===== src/rtl/swc_page_alloc_arbiter_pkg.sv =====
// Shared FSM encoding, op types and watchdog limit for the page-allocator arbiter.
// The watchdog is only used when SWC_PA_ARB_TIMEOUT_EN is defined.
package swc_pa_arb_pkg;

  typedef enum logic [1:0] {
    S_IDLE  = 2'd0,
    S_ISSUE = 2'd1,
    S_WAIT  = 2'd2,
    S_ACK   = 2'd3
  } state_t;

  typedef enum logic {
    OP_ALLOC = 1'b0,
    OP_FREE  = 1'b1
  } op_t;

  localparam int unsigned C_WDOG_LIMIT = 255;

  function automatic int unsigned rr_next(int unsigned idx, int unsigned n);
    return (idx + 1 >= n) ? 0 : idx + 1;
  endfunction

endpackage


===== src/rtl/swc_page_alloc_arbiter_if.sv =====
// Requester-side and allocator-side signals of the page-allocator arbiter.
// err_o exists only when SWC_PA_ARB_TIMEOUT_EN is defined.
interface swc_page_alloc_arbiter_if #(
  parameter int g_num_ports      = 4,
  parameter int g_page_addr_bits = 11,
  parameter int g_use_count_bits = 4
);
  logic [g_num_ports-1:0]                  req_alloc_i;
  logic [g_num_ports-1:0]                  req_free_i;
  logic [g_num_ports*g_page_addr_bits-1:0] req_pgaddr_i;
  logic [g_num_ports*g_use_count_bits-1:0] req_usecnt_i;
  logic [g_num_ports-1:0]                  ack_o;
  logic [g_page_addr_bits-1:0]             pgaddr_o;
  logic                                    nomem_o;
  logic                                    pa_alloc_o;
  logic                                    pa_free_o;
  logic [g_page_addr_bits-1:0]             pa_pgaddr_o;
  logic [g_use_count_bits-1:0]             pa_usecnt_o;
  logic [g_page_addr_bits-1:0]             pa_pgaddr_i;
  logic                                    pa_pgaddr_valid_i;
  logic                                    pa_nomem_i;
  logic                                    pa_idle_i;
`ifdef SWC_PA_ARB_TIMEOUT_EN
  logic                                    err_o;

  modport slave (
    input  req_alloc_i, req_free_i, req_pgaddr_i, req_usecnt_i,
    input  pa_pgaddr_i, pa_pgaddr_valid_i, pa_nomem_i, pa_idle_i,
    output ack_o, pgaddr_o, nomem_o, pa_alloc_o, pa_free_o, pa_pgaddr_o, pa_usecnt_o, err_o
  );

  modport master (
    output req_alloc_i, req_free_i, req_pgaddr_i, req_usecnt_i,
    output pa_pgaddr_i, pa_pgaddr_valid_i, pa_nomem_i, pa_idle_i,
    input  ack_o, pgaddr_o, nomem_o, pa_alloc_o, pa_free_o, pa_pgaddr_o, pa_usecnt_o, err_o
  );
`else
  modport slave (
    input  req_alloc_i, req_free_i, req_pgaddr_i, req_usecnt_i,
    input  pa_pgaddr_i, pa_pgaddr_valid_i, pa_nomem_i, pa_idle_i,
    output ack_o, pgaddr_o, nomem_o, pa_alloc_o, pa_free_o, pa_pgaddr_o, pa_usecnt_o
  );

  modport master (
    output req_alloc_i, req_free_i, req_pgaddr_i, req_usecnt_i,
    output pa_pgaddr_i, pa_pgaddr_valid_i, pa_nomem_i, pa_idle_i,
    input  ack_o, pgaddr_o, nomem_o, pa_alloc_o, pa_free_o, pa_pgaddr_o, pa_usecnt_o
  );
`endif
endinterface


===== src/rtl/swc_page_alloc_arbiter_rr_picker.sv =====
// Combinational round-robin picker: first set request at or after the pointer, wrapping.
// Reusable by any switch-core arbiter; it holds no state.
module swc_rr_picker #(
  parameter int g_num_ports = 4
) (
  input  logic [g_num_ports-1:0]         i_req,
  input  logic [$clog2(g_num_ports)-1:0] i_ptr,
  output logic [g_num_ports-1:0]         o_grant,
  output logic [$clog2(g_num_ports)-1:0] o_idx,
  output logic                           o_valid
);

  localparam int W = $clog2(g_num_ports);

  int unsigned  w_k;
  logic [W-1:0] w_cand;

  always_comb begin
    o_grant = '0;
    o_idx   = '0;
    o_valid = 1'b0;
    w_k     = 0;
    w_cand  = '0;
    for (int i = 0; i < g_num_ports; i++) begin
      w_k    = (32'(i_ptr) + 32'(i)) % 32'(g_num_ports);
      w_cand = W'(w_k);
      if (!o_valid && i_req[w_cand]) begin
        o_valid         = 1'b1;
        o_idx           = w_cand;
        o_grant[w_cand] = 1'b1;
      end
    end
  end

endmodule


===== src/rtl/swc_page_alloc_arbiter.sv =====
// Round-robin arbiter sharing one swc_page_allocator among g_num_ports requesters.
// Define SWC_PA_ARB_TIMEOUT_EN to add the S_WAIT watchdog and err_o.
module swc_page_alloc_arbiter
  import swc_pa_arb_pkg::*;
#(
  parameter int g_num_ports      = 4,
  parameter int g_page_addr_bits = 11,
  parameter int g_use_count_bits = 4
) (
  input  logic                     clk,
  input  logic                     rst,
  swc_page_alloc_arbiter_if.slave  io_bus
);

  localparam int N = g_num_ports;
  localparam int A = g_page_addr_bits;
  localparam int U = g_use_count_bits;
  localparam int W = $clog2(g_num_ports);

  state_t       r_state;
  state_t       w_next;
  op_t          r_op;
  logic [W-1:0] r_ptr;
  logic [W-1:0] r_port;
  logic [N-1:0] r_grant;
  logic [A-1:0] r_pa_pgaddr;
  logic [U-1:0] r_pa_usecnt;
  logic [A-1:0] r_captured;
  logic [A-1:0] r_pgaddr_out;
  logic         r_nomem;

  logic [N-1:0] w_eligible;
  logic [N-1:0] w_grant;
  logic [W-1:0] w_idx;
  logic         w_any;
  logic         w_sel_free;
  logic [A-1:0] w_sel_pgaddr;
  logic [U-1:0] w_sel_usecnt;
  logic [A-1:0] w_page;

`ifdef SWC_PA_ARB_TIMEOUT_EN
  logic [7:0]   r_wdog;
  logic         w_timeout;
`endif

  // Alloc-only requests are skipped while the allocator is out of pages.
  assign w_eligible   = io_bus.req_free_i | (io_bus.req_alloc_i & {N{~io_bus.pa_nomem_i}});
  assign w_sel_free   = io_bus.req_free_i[w_idx];
  assign w_sel_pgaddr = io_bus.req_pgaddr_i[32'(w_idx) * A +: A];
  assign w_sel_usecnt = io_bus.req_usecnt_i[32'(w_idx) * U +: U];
  assign w_page       = io_bus.pa_pgaddr_valid_i ? io_bus.pa_pgaddr_i : r_captured;

  swc_rr_picker #(
    .g_num_ports (N)
  ) u_picker (
    .i_req   (w_eligible),
    .i_ptr   (r_ptr),
    .o_grant (w_grant),
    .o_idx   (w_idx),
    .o_valid (w_any)
  );

  assign io_bus.pgaddr_o    = r_pgaddr_out;
  assign io_bus.nomem_o     = r_nomem;
  assign io_bus.pa_pgaddr_o = r_pa_pgaddr;
  assign io_bus.pa_usecnt_o = r_pa_usecnt;
`ifdef SWC_PA_ARB_TIMEOUT_EN
  assign io_bus.err_o       = w_timeout;
`endif

  always_comb begin
    w_next            = r_state;
    io_bus.pa_alloc_o = 1'b0;
    io_bus.pa_free_o  = 1'b0;
    io_bus.ack_o      = '0;
`ifdef SWC_PA_ARB_TIMEOUT_EN
    w_timeout         = 1'b0;
`endif
    case (r_state)
      S_IDLE: begin
        if (io_bus.pa_idle_i && w_any) w_next = S_ISSUE;
      end
      S_ISSUE: begin
        io_bus.pa_alloc_o = (r_op == OP_ALLOC);
        io_bus.pa_free_o  = (r_op == OP_FREE);
        w_next            = S_WAIT;
      end
      S_WAIT: begin
        if (io_bus.pa_idle_i) begin
          w_next = S_ACK;
        end
`ifdef SWC_PA_ARB_TIMEOUT_EN
        else if (r_wdog == 8'(C_WDOG_LIMIT)) begin
          w_timeout = 1'b1;
          w_next    = S_IDLE;
        end
`endif
      end
      S_ACK: begin
        io_bus.ack_o = r_grant;
        w_next       = S_IDLE;
      end
      default: w_next = S_IDLE;
    endcase
  end

  always_ff @(posedge clk or posedge rst) begin
    if (rst) begin
      r_state      <= S_IDLE;
      r_op         <= OP_ALLOC;
      r_ptr        <= '0;
      r_port       <= '0;
      r_grant      <= '0;
      r_pa_pgaddr  <= '0;
      r_pa_usecnt  <= '0;
      r_captured   <= '0;
      r_pgaddr_out <= '0;
      r_nomem      <= 1'b0;
`ifdef SWC_PA_ARB_TIMEOUT_EN
      r_wdog       <= '0;
`endif
    end else begin
      r_state <= w_next;
      r_nomem <= io_bus.pa_nomem_i;
      case (r_state)
        S_IDLE: begin
          if (w_next == S_ISSUE) begin
            r_port      <= w_idx;
            r_grant     <= w_grant;
            r_op        <= w_sel_free ? OP_FREE : OP_ALLOC;
            r_pa_pgaddr <= w_sel_pgaddr;
            r_pa_usecnt <= w_sel_usecnt;
          end
        end
        S_ISSUE: begin
`ifdef SWC_PA_ARB_TIMEOUT_EN
          r_wdog <= '0;
`endif
        end
        S_WAIT: begin
          if (io_bus.pa_pgaddr_valid_i) r_captured <= io_bus.pa_pgaddr_i;
          // Result and idle may arrive together, so the ack value bypasses r_captured.
          if (w_next == S_ACK) r_pgaddr_out <= (r_op == OP_ALLOC) ? w_page : r_pa_pgaddr;
`ifdef SWC_PA_ARB_TIMEOUT_EN
          r_wdog <= r_wdog + 8'd1;
          if (w_timeout) r_ptr <= W'(rr_next(32'(r_port), N));
`endif
        end
        S_ACK: begin
          r_ptr <= W'(rr_next(32'(r_port), N));
        end
        default: ;
      endcase
    end
  end

endmodule


===== src/flat_wrapper.sv =====
// flat-port wrapper written by rule: the top's interface ports become plain ports
module swc_page_alloc_arbiter_flat import swc_pa_arb_pkg::*;
#(
  parameter int g_num_ports      = 4,
  parameter int g_page_addr_bits = 11,
  parameter int g_use_count_bits = 4
)
  (clk, rst, io_bus_req_alloc_i, io_bus_req_free_i, io_bus_req_pgaddr_i, io_bus_req_usecnt_i, io_bus_pa_pgaddr_i, io_bus_pa_pgaddr_valid_i, io_bus_pa_nomem_i, io_bus_pa_idle_i, io_bus_ack_o, io_bus_pgaddr_o, io_bus_nomem_o, io_bus_pa_alloc_o, io_bus_pa_free_o, io_bus_pa_pgaddr_o, io_bus_pa_usecnt_o);
  swc_page_alloc_arbiter_if #(.g_num_ports(g_num_ports), .g_page_addr_bits(g_page_addr_bits), .g_use_count_bits(g_use_count_bits)) io_bus_i ();
  input  logic clk;
  input  logic rst;
  input wire logic [$bits(io_bus_i.req_alloc_i)-1:0] io_bus_req_alloc_i;
  input wire logic [$bits(io_bus_i.req_free_i)-1:0] io_bus_req_free_i;
  input wire logic [$bits(io_bus_i.req_pgaddr_i)-1:0] io_bus_req_pgaddr_i;
  input wire logic [$bits(io_bus_i.req_usecnt_i)-1:0] io_bus_req_usecnt_i;
  input wire logic [$bits(io_bus_i.pa_pgaddr_i)-1:0] io_bus_pa_pgaddr_i;
  input wire logic [$bits(io_bus_i.pa_pgaddr_valid_i)-1:0] io_bus_pa_pgaddr_valid_i;
  input wire logic [$bits(io_bus_i.pa_nomem_i)-1:0] io_bus_pa_nomem_i;
  input wire logic [$bits(io_bus_i.pa_idle_i)-1:0] io_bus_pa_idle_i;
  output wire logic [$bits(io_bus_i.ack_o)-1:0] io_bus_ack_o;
  output wire logic [$bits(io_bus_i.pgaddr_o)-1:0] io_bus_pgaddr_o;
  output wire logic [$bits(io_bus_i.nomem_o)-1:0] io_bus_nomem_o;
  output wire logic [$bits(io_bus_i.pa_alloc_o)-1:0] io_bus_pa_alloc_o;
  output wire logic [$bits(io_bus_i.pa_free_o)-1:0] io_bus_pa_free_o;
  output wire logic [$bits(io_bus_i.pa_pgaddr_o)-1:0] io_bus_pa_pgaddr_o;
  output wire logic [$bits(io_bus_i.pa_usecnt_o)-1:0] io_bus_pa_usecnt_o;
  assign io_bus_i.req_alloc_i = io_bus_req_alloc_i;
  assign io_bus_i.req_free_i = io_bus_req_free_i;
  assign io_bus_i.req_pgaddr_i = io_bus_req_pgaddr_i;
  assign io_bus_i.req_usecnt_i = io_bus_req_usecnt_i;
  assign io_bus_i.pa_pgaddr_i = io_bus_pa_pgaddr_i;
  assign io_bus_i.pa_pgaddr_valid_i = io_bus_pa_pgaddr_valid_i;
  assign io_bus_i.pa_nomem_i = io_bus_pa_nomem_i;
  assign io_bus_i.pa_idle_i = io_bus_pa_idle_i;
  assign io_bus_ack_o = io_bus_i.ack_o;
  assign io_bus_pgaddr_o = io_bus_i.pgaddr_o;
  assign io_bus_nomem_o = io_bus_i.nomem_o;
  assign io_bus_pa_alloc_o = io_bus_i.pa_alloc_o;
  assign io_bus_pa_free_o = io_bus_i.pa_free_o;
  assign io_bus_pa_pgaddr_o = io_bus_i.pa_pgaddr_o;
  assign io_bus_pa_usecnt_o = io_bus_i.pa_usecnt_o;
  swc_page_alloc_arbiter #(.g_num_ports(g_num_ports), .g_page_addr_bits(g_page_addr_bits), .g_use_count_bits(g_use_count_bits)) u_core (.clk(clk), .rst(rst), .io_bus(io_bus_i));
endmodule

===== config.mk =====
export PLATFORM = sky130hd
export DESIGN_NAME = swc_page_alloc_arbiter_flat
export DESIGN_NICKNAME = d
export VERILOG_FILES = /design/src/rtl/swc_page_alloc_arbiter_pkg.sv /design/src/rtl/swc_page_alloc_arbiter_if.sv /design/src/rtl/swc_page_alloc_arbiter_rr_picker.sv /design/src/rtl/swc_page_alloc_arbiter.sv /design/src/flat_wrapper.sv
export SDC_FILE = /design/constraint.sdc
export NUM_CORES = 1
export LEC_CHECK = 0
export CAP_MARGIN = 20
export CORE_ASPECT_RATIO = 0.6
export CORE_MARGIN = 5
export CORE_UTILIZATION = 40
export CTS_CLUSTER_SIZE = 28
export DETAILED_ROUTE_END_ITERATION = 8
export GPL_TIMING_DRIVEN = 0
export PLACE_DENSITY = 0.76
export SETUP_SLACK_MARGIN = 0.5
export SLEW_MARGIN = 20
export SYNTH_ARGS = -nofsm -noshare
export SYNTH_HDL_FRONTEND = slang
export SYNTH_HIERARCHICAL = 1
export SYNTH_SLANG_ARGS = --single-unit

===== constraint.sdc =====
create_clock -name clk -period 4.4 [get_ports clk]
set_clock_uncertainty 0.1 [all_clocks]
set_input_delay 0.44 -clock clk [delete_from_list [all_inputs] [get_ports clk]]
set_output_delay 0.44 -clock clk [all_outputs]
set_load 0.005 [all_outputs]

==> impl_metrics.tcl <==
set metrics [dict create \
    holdCritPathClass "input pin to asynchronous set/reset pin" \
    grt_overflow 0 \
    slew_viol_final 0 \
    synth_nets 333 \
    grt_max_degree 30 \
    leakage_uw 0.00188 \
    cts_root_buffer "clkbuf_16" \
    clk_latency_ps 290 \
    r2r-end "u_core/io_bus.pa_pgaddr_o[1]" \
    setup_viol 0 \
    yosysUniqueCellTypes 32 \
    fmax_mhz 280 \
    post-route-drc-count 0 \
    clkPwrFrac_pct 12.5 \
    fp-row-count 24 \
    die_h_um 78.0 \
    first_iter_violations 179 \
    diodes 0 \
    p_per_area_mw_per_mm2 682 \
    grtUsageTotal_pct 17.9 \
    antenna_found_initial 0 \
    clk_pin_slew_ps 70 \
    crit_start "u_core/r_ptr[1]" \
    peakVddDrop_v 0.000308 \
    synth-seq-cells 49 \
    netlist_area_mm2 0.00309 \
    worstSetupEndpoint "u_core/io_bus.pa_pgaddr_o[1]" \
    power.share.combinational_pct 60.7 \
    clkSinkCount 49 \
    drt_wl_total_um 8430 \
    ff2ff_path_depth 11 \
    hpwl_um 6750 \
    critical_path_class "register to register" \
    finalSetupTns_ps 0 \
    switching_share_pct 36.1 \
    core-area_mm2 0.00739 \
    yosysWarnings 6 \
    cts_buffer_depth 2 \
    crit_path_end_kind "register" \
    relSlewSlack_pct 66.7 \
    die_w_um 123 \
    min_period_over_period_pct 81.2 \
    cts_max_level 2 \
    synthToLayoutAreaGrowth_pct 47.3 \
    num-nets-final 457 \
    rsz0062_at_grt "false" \
    wl_per_cell_um 18.1 \
    via_per_inst 5.15 \
    io_pins 117 \
    antenna_left 0 \
    cp_max_fo 10 \
    floorplan.initialDensity_pct 41.8 \
    sequentialPowerShare_pct 26.8 \
    max_cap_viol_count 0 \
    rr_startpoint "u_core/r_ptr[1]" \
    drt_pass1_iterations 4 \
    die_area_mm2 0.00963 \
    ys_seq_area_share_pct 39.7 \
    cts_tree "done" \
    tightest_slew_ps 499 \
    switchingPower_uw 1120 \
    hold_viol 0 \
    start_kind "register" \
    period_minus_slack_ps 3570 \
    power_uw 3100 \
    via_count 2406 \
    status "finished, final reports clean" \
    syn_inst 238 \
    grt_pass1_vias 2671 \
    grt_pass1_wl_um 13600 \
    crit_required_ps 4470 \
    cts_made_buffers 5 \
    io_buffers 116 \
    drive_gt1_share_pct 20.9 \
    postCtsSetupBuffers 0 \
    holdWs_ps 386 \
    power.internal_uw 1980 \
    avgSynthCellArea_um2 13.0 \
    gp_congestion 0.828 \
    reg2reg_slack_ps 830 \
    cp.arrival_ps 3650 \
]
-- state kept, by name, summed over array words and instances, names as in the netlist --
| register | flops |
|---|---|
| u_core/io_bus.pa_usecnt_o | 4 |
| u_core/r_grant | 4 |
| u_core/r_ptr | 2 |
| u_core/r_port | 2 |
| u_core/io_bus.pa_pgaddr_o | 11 |
| u_core/r_state | 2 |
| u_core/r_op | 1 |
| u_core/r_captured | 11 |
| u_core/io_bus.pgaddr_o | 11 |
| u_core/io_bus.nomem_o | 1 |
-- metal layers --
layer,up-vias,track usage (%),wire [um]
met5,-,0,0
met4,0,3.20,45
met3,4,5.82,774
met2,100,27.6,3620
met1,1167,25.2,3990
li1,1135,-,-
-- area by class of cell --
class	instances	area (um2)
tap	104	130
fill	592	2840
clock inverter	3	22.5
multi-input combinational	165	1710
timing repair buffer	117	1180
clock buffer	5	125
sequential	49	1230
inverter	8	30.0
buffer	16	123
-- stage by stage --
stage	instance area, um2	worst slack, ps	utilization [%]	instances
after global placement	4380	505	59.3	458
final	4550	825	61.6	467
after global routing	4550	601	61.6	467
after CTS	4550	715	61.5	467
after floorplan	3090	1250	-	238
after detailed placement	4400	418	59.5	459
-- cell usage after synthesis --
| cell type | count | area, um2 |
|---|---|---|
| o31ai_1 | 1 | 7.51 |
| dfrtp_1 | 49 | 1230 |
| mux4_1 | 9 | 236 |
| a21oi_1 | 8 | 40.0 |
| nor4_1 | 1 | 6.26 |
| mux2_4 | 9 | 135 |
| mux2i_1 | 12 | 120 |
| and2_1 | 5 | 31.3 |
| a21oi_2 | 1 | 8.76 |
| mux2_2 | 31 | 349 |
| buf_4 | 1 | 7.51 |
| o211ai_1 | 1 | 7.51 |
| and2b_2 | 1 | 8.76 |
| clkbuf_1 | 6 | 22.5 |
| inv_1 | 8 | 30.0 |
| o21ai_0 | 16 | 80.1 |
| a32o_1 | 1 | 10.0 |
| a21o_1 | 4 | 30.0 |
| ha_1 | 11 | 138 |
| buf_6 | 5 | 56.3 |
| buf_12 | 1 | 20.0 |
| nand2_1 | 14 | 52.6 |
| nor2b_1 | 1 | 6.26 |
| nor2_1 | 13 | 48.8 |
| a22oi_1 | 8 | 60.1 |
| mux2_1 | 1 | 11.3 |
| nor4b_4 | 2 | 47.6 |
| o311ai_0 | 1 | 8.76 |
| nand2b_1 | 2 | 12.5 |
| buf_2 | 3 | 15.0 |
| mux4_2 | 11 | 248 |
| nor3_1 | 1 | 5.00 |
-- timing repair --
| action | in CTS | in global routing |
|---|---|---|
| hold buffers | 0 | 0 |
| gates resized for setup | 0 | 2 |
| setup endpoints to repair | 0 | 5 |
-- worst min path at each step --
stage                       endpoint
2_1_floorplan  u_core/io_bus.nomem_o
3_3_place_gp       u_core/r_grant[0]
3_5_place_dp       u_core/r_grant[1]
4_1_cts        u_core/io_bus.nomem_o
5_1_grt            u_core/r_grant[2]
6_report       u_core/io_bus.nomem_o
-- power by group through the flow --
stage	registers (uW)	clock network [uW]	logic, uW
after global placement	830	0	1830
after global routing	863	415	2050
after floorplan	805	0	1260
after CTS	835	390	1890
final	833	387	1880
after detailed placement	840	0	1890
-- cell families (layout without fill, tap and decap cells) --
group | after synthesis | in the layout | share of synthesized area [%]
DFF | 49 | 49 | 39.7
muxes | 73 | 73 | 35.6
AOI/OAI and AO/OA | 41 | 41 | 8.19
buffers and inverters | 24 | 149 | 4.90
adders and majority gates | 11 | 11 | 4.46
and+or+nand+nor | 40 | 40 | 7.09
-- cell usage in the layout (no fill, tap or decap), drive strengths merged, types with 2 or more instances in the layout --
| master | count |
|---|---|
| a21o | 4 |
| a21oi | 9 |
| a22oi | 8 |
| and2 | 5 |
| buf | 11 |
| clkbuf | 11 |
| clkdlybuf4s50 | 116 |
| clkinvlp | 3 |
| dfrtp | 49 |
| ha | 11 |
| inv | 8 |
| mux2 | 41 |
| mux2i | 12 |
| mux4 | 20 |
| nand2 | 14 |
| nand2b | 2 |
| nor2 | 13 |
| nor4b | 2 |
| o21ai | 16 |
-- critical path, stage by stage, from the launching register on --
cell	delay (ps)
dfrtp_1	550
inv_1	170
ha_1	400
mux4_2	330
buf_6	160
nor4b_4	390
nor2_1	90
a32o_1	220
buf_2	190
clkbuf_2	240
mux4_2	340
mux2_4	270
Power figures use the tool's default switching activity.
